$ cat config.mk
export PLATFORM = sky130hd
export DESIGN_NAME = regfile_mp
export DESIGN_NICKNAME = d
export VERILOG_FILES = /design/src/rtl/regfile_mp.sv
export SDC_FILE = /design/constraint.sdc
export NUM_CORES = 2
export LEC_CHECK = 0
export ABC_CLOCK_PERIOD_IN_PS = 51000
export CAP_MARGIN = 20
export CORE_MARGIN = 10
export CORE_UTILIZATION = 55
export CTS_CLUSTER_DIAMETER = 60
export DETAILED_ROUTE_END_ITERATION = 10
export HOLD_SLACK_MARGIN = 0.06
export PLACE_DENSITY_LB_ADDON = 0.25
export SYNTH_ARGS = -nofsm -noshare
export SYNTH_HDL_FRONTEND = slang
export SYNTH_SLANG_ARGS = --single-unit
$ cat constraint.sdc
create_clock -name clk -period 51 [get_ports clk]
set_clock_uncertainty 0.05 [all_clocks]
set_input_delay 5.1 -clock clk [delete_from_list [all_inputs] [get_ports clk]]
set_output_delay 5.1 -clock clk [all_outputs]
set_load 0.1 [all_outputs]
$ cat src/rtl/regfile_mp.sv
// Multi-port register file: two write ports, NUM_RD registered read ports,
// optional zero register, write-to-read forwarding and a sequential clear sweep.
module regfile_mp #(
    parameter int DATA_W   = 32,
    parameter int NUM_REGS = 32,
    parameter int NUM_RD   = 2,
    parameter int ZERO_REG = 1,
    parameter int BYPASS   = 1,
    localparam int ADDR_W  = $clog2(NUM_REGS)
) (
    input  logic                     clk,
    input  logic                     rst,
    input  logic [NUM_RD*ADDR_W-1:0] rd_addr,
    output logic [NUM_RD*DATA_W-1:0] rd_data,
    input  logic                     we0,
    input  logic [ADDR_W-1:0]        waddr0,
    input  logic [DATA_W-1:0]        wdata0,
    input  logic                     we1,
    input  logic [ADDR_W-1:0]        waddr1,
    input  logic [DATA_W-1:0]        wdata1,
    input  logic                     clr_req,
    output logic                     busy
);

    typedef enum logic {S_IDLE, S_CLEAR} state_t;

    state_t              r_state;
    state_t              w_state_next;
    logic [ADDR_W-1:0]   r_ptr;
    logic [ADDR_W-1:0]   w_ptr_next;
    logic                w_busy;
    logic                w_wv0;
    logic                w_wv1;
    logic [DATA_W-1:0]   w_regs [NUM_REGS];

    // An address is usable if it exists and is not the hardwired zero register.
    function automatic logic addr_ok(input logic [ADDR_W-1:0] a);
        return (int'(a) < NUM_REGS) && !((ZERO_REG != 0) && (a == '0));
    endfunction

    assign w_busy = (r_state == S_CLEAR);
    assign busy   = w_busy;
    assign w_wv0  = we0 && !w_busy && addr_ok(waddr0);
    assign w_wv1  = we1 && !w_busy && addr_ok(waddr1);

    always_ff @(posedge clk or posedge rst) begin
        if (rst) begin
            r_state <= S_IDLE;
            r_ptr   <= '0;
        end else begin
            r_state <= w_state_next;
            r_ptr   <= w_ptr_next;
        end
    end

    always_comb begin
        w_state_next = r_state;
        w_ptr_next   = r_ptr;
        case (r_state)
            S_IDLE: begin
                if (clr_req) begin
                    w_state_next = S_CLEAR;
                    w_ptr_next   = '0;
                end
            end
            S_CLEAR: begin
                if (r_ptr == ADDR_W'(NUM_REGS - 1)) begin
                    w_state_next = S_IDLE;
                    w_ptr_next   = '0;
                end else begin
                    w_ptr_next = r_ptr + 1'b1;
                end
            end
            default: begin
                w_state_next = S_IDLE;
                w_ptr_next   = '0;
            end
        endcase
    end

    // Storage: port 1 is checked first so it wins a same-address collision.
    for (genvar gi = 0; gi < NUM_REGS; gi++) begin : g_reg
        logic [DATA_W-1:0] r_q;
        always_ff @(posedge clk or posedge rst) begin
            if (rst) begin
                r_q <= '0;
            end else if (w_busy && (r_ptr == ADDR_W'(gi))) begin
                r_q <= '0;
            end else if (w_wv1 && (waddr1 == ADDR_W'(gi))) begin
                r_q <= wdata1;
            end else if (w_wv0 && (waddr0 == ADDR_W'(gi))) begin
                r_q <= wdata0;
            end
        end
        assign w_regs[gi] = r_q;
    end

    // Read ports; forwarding never applies to the clear (writes are off while busy).
    for (genvar gi = 0; gi < NUM_RD; gi++) begin : g_rd
        logic [ADDR_W-1:0] w_ra;
        logic [DATA_W-1:0] w_val;
        logic [DATA_W-1:0] r_rd_data;

        assign w_ra = rd_addr[gi*ADDR_W +: ADDR_W];

        always_comb begin
            w_val = '0;
            if (addr_ok(w_ra)) begin
                w_val = w_regs[w_ra];
                if (BYPASS != 0) begin
                    if (w_wv1 && (waddr1 == w_ra)) begin
                        w_val = wdata1;
                    end else if (w_wv0 && (waddr0 == w_ra)) begin
                        w_val = wdata0;
                    end
                end
            end
        end

        always_ff @(posedge clk or posedge rst) begin
            if (rst) begin
                r_rd_data <= '0;
            end else begin
                r_rd_data <= w_val;
            end
        end

        assign rd_data[gi*DATA_W +: DATA_W] = r_rd_data;
    end

endmodule

==> summary.md <==
| Metric | Value |
|---|---|
| # clock sinks | `1094` |
| PD cells | `43.92 nW/um^2` |
| Pin count of the biggest net entering global routing | `157` |
| CP max FO | `67` |
| Slowest-stage cell, CP | `buf_4` |
| Final hold violations | `0` |
| DRC viols | `0` |
| Mapped Area | `67420 sq um` |
| Main synth FF type | `dfrtp_1` |
| Mapped Nets | `5395` |
| Core Area | `121700 sq um` |
| Die X-Extent | `370.1 microns` |
| CP max stage delay | `840 ps` |
| Endpoint class of the critical path | `flip-flop` |
| Dpl ws | `40990 ps` |
| Flop pwr share | `40.7%` |
| Boundary Pins | `154` |
| Register area share after synthesis | `40.60%` |
| Post-synth ARST share | `100.0%` |
| Final nets | `5114` |
| Post-layout util | `60.98%` |
| Fin crit share | `17.91%` |
| Worst IR Drop VDD | `0.04832 mV` |
| Final critical-path required period | `9134 ps` |
| GRT Total Usage | `39.07%` |
| Hold/Removal Path Class | `flip-flop to flip-flop` |
| Flops & latches, synth | `1094` |
| Worst Setup Start Kind | `primary input` |
| Count leader, synth | `dfrtp_1` |
| DIE AREA | `137000 sq um` |
| Number of H-tree levels | `3` |
| Reg2reg path depth | `10` |
| Post-CTS setup buffers | `0` |
| Max Cap Viol | `0` |
| Yosys warning count | `0` |
| Routability cong. | `0.9560` |
| Post-Synthesis Cells | `5300` |
| Worst path most repeated cell | `buf_4` |
| Worst-margin pin slew | `1250 ps` |
| Reg2reg end | `g_reg[19].r_q[16]` |
| Power consumption | `0.003259 W` |
| Layout cells sized above 1 | `21.67%` |
| CTS Buf Count | `120` |
| R2r setup slk | `46750 ps` |
| Dominant cells by area after synthesis | `dfrtp_1 (41%), mux4_2 (19%), mux2i_1 (15%)` |
| # hold bufs at CTS | `0` |
| Setup violators final | `0` |
| Post-synth top cells | `dfrtp_1 (1094), mux2i_1 (1021), o2bb2ai_1 (960), mux4_2 (562), clkbuf_1 (412)` |
| Max-slew headroom | `16.39%` |
| Distinct cells, synth | `67` |
| Hold_sp | `g_reg[29].r_q[1]` |
| Lkg Pwr | `32.73 nW` |
| Std-Cell Rows | `128` |
| Routed Wire Length | `271.7 mm` |
| WS Path Type | `primary input to flip-flop` |
| Hold endpoint | `g_reg[29].r_q[1]` |
| Via count | `53579` |
| Clock Power Share | `28.9%` |
| Max Transition Viols Final | `0` |
| CTS tree | `done` |
| Drt first-iter violations | `8665` |
| Initial Util | `55.39%` |
| Pre-antenna DRT Iters | `8` |
| Die Span Y | `370.1 microns` |
| Wire per inst | `40.24 microns` |
| RSZ-0062 raised after global routing | `no` |
| Post-DRT Antenna Nets | `0` |
| Vias in the first global route | `53543` |
| Sw Ratio | `35.23%` |
| Top cell type by total area after synthesis | `dfrtp_1` |
| Syn Area/Cell | `12.72 sq um` |
| Critical-path cell list | `buf_8 -> buf_4 -> buf_4 -> buf_4 -> mux4_2 -> mux4_2 -> a221o_1` |
| Resized Gates After CTS | `0` |
| PnR worst setup slack | `41870 ps` |
| Reg clk slew, reported paths | `60 ps` |
| Skew-Pair Late Insertion Delay | `770 ps` |
| EDFF count, synth | `0` |
| Hold Crit Depth | `1` |
| Initial antenna violation count | `13` |
| Clk root buf | `clkbuf_16` |
| Status | `complete, no violations` |
| Crit path required time | `51600 ps` |
| First-pass GRT wire length | `391.6 mm` |
| Setup TNS | `0 ps` |
| Net Sw Power | `0.001148 W` |
| Filler cells | `9531` |
| Comb pwr share | `30.4%` |
| Peak Freq | `109.5 MHz` |
| Hold_ws | `453.6 ps` |
| Grt ovf | `0` |
| Internal | `0.002111 W` |
| WP data arrival | `9740 ps` |
| Final HPWL DP | `151.1 mm` |
| Port bufs | `153` |
| Critical R2R Launch | `busy` |
| Area Overhead vs Synth | `10.08%` |
| Drt via density | `7.935` |
| Yosys top cell area share | `40.60%` |
| Worst-case clock buffer depth | `3` |
-- worst max-delay path, delay by kind of cell --
family | cells | cell delay, ps
buf+inv | 4 | 3020
mux | 2 | 1120
compound gates | 1 | 360
-- cells by family after synthesis --
group | count (synthesis) | share of synthesized area [%]
AOI/OAI and AO/OA | 1353 | 16.56
xor gates and xnor gates | 22 | 0.2858
adders and majority gates | 6 | 0.1113
buffers and inverters | 801 | 5.202
DFF | 1094 | 40.60
muxes | 1591 | 34.06
and+or+nand+nor | 433 | 3.171
-- layout make-up --
cell class / count / area, sq um / share of cell area, %
multi-input combinational: 3405 / 37260 / 50.20
clock inverter: 64 / 815.8 / 1.099
clock buffer: 157 / 3372 / 4.543
antenna: 9 / 22.52 / 0.03034
inverter: 49 / 198.9 / 0.2680
sequential: 1094 / 27380 / 36.89
tap: 1625 / 2033 / 2.739
timing repair buffer: 349 / 3143 / 4.235
-- power groups by stage --
| stage | logic (W) | registers, W | clock network, W |
|---|---|---|---|
| after global routing | 0.00102 | 0.00135 | 0.000976 |
| final | 0.000991 | 0.00133 | 0.000941 |
| after global placement | 0.000941 | 0.00131 | 0 |
| after floorplan | 0.000597 | 0.00136 | 0 |
| after CTS | 0.000965 | 0.00131 | 0.000942 |
| after detailed placement | 0.000964 | 0.00132 | 0 |
-- stage by stage --
stage | area (sq um) | instances
after CTS | 74160 | 6741
after global placement | 69750 | 6511
after detailed placement | 69980 | 6520
after floorplan | 67420 | 5300
after global routing | 74200 | 6746
final | 74220 | 6752
-- per-layer routing --
| layer | share of wire [%] | wire [microns] | global-route usage [%] |
|---|---|---|---|
| met1 | 35 | 95430 | 49.93 |
| met4 | 7.9 | 21420 | 25.01 |
| met3 | 16 | 42560 | 16.71 |
| met2 | 41 | 112200 | 54.05 |
| met5 | 0.042 | 114 | 0.5942 |
-- sequential cells by signal, summed over array words and instances, names as in the netlist --
name / flops
g_rd.r_rd_data: 64
r_ptr: 5
g.r_q: 1024
busy: 1
-- worst max-delay path by stage --
stage / start / end / slack [ps] / cells past startpoint
2_1_floorplan: rst / busy / 15050 / 1
3_3_place_gp: rd_addr[0] / g_rd[0].r_rd_data[20] / 41040 / 7
3_5_place_dp: rd_addr[0] / g_rd[0].r_rd_data[20] / 40990 / 7
4_1_cts: rd_addr[0] / g_rd[0].r_rd_data[20] / 41800 / 7
5_1_grt: rd_addr[0] / g_rd[0].r_rd_data[21] / 41570 / 7
6_report: rd_addr[0] / g_rd[0].r_rd_data[20] / 41870 / 7
-- cell usage in the layout (no fill, tap or decap), drive strengths merged, types with 9 or more instances in the layout --
| cell type | count |
|---|---|
| nor4 | 12 |
| and3 | 12 |
| nor2b | 13 |
| o21ai | 97 |
| clkbuf | 159 |
| nor2 | 129 |
| inv | 54 |
| mux2i | 1021 |
| dfrtp | 1094 |
| nor3 | 35 |
| a211o | 30 |
| diode | 9 |
| clkinv | 35 |
| a21boi | 45 |
| o22ai | 32 |
| bufinv | 16 |
| a21oi | 91 |
| nand2 | 154 |
| buf | 216 |
| nand2b | 13 |
| clkdlybuf4s50 | 131 |
| mux4 | 562 |
| and2 | 36 |
| xnor2 | 16 |
| o2bb2ai | 960 |
| a221o | 58 |
Note: power is estimated with default switching activity, not from simulation.
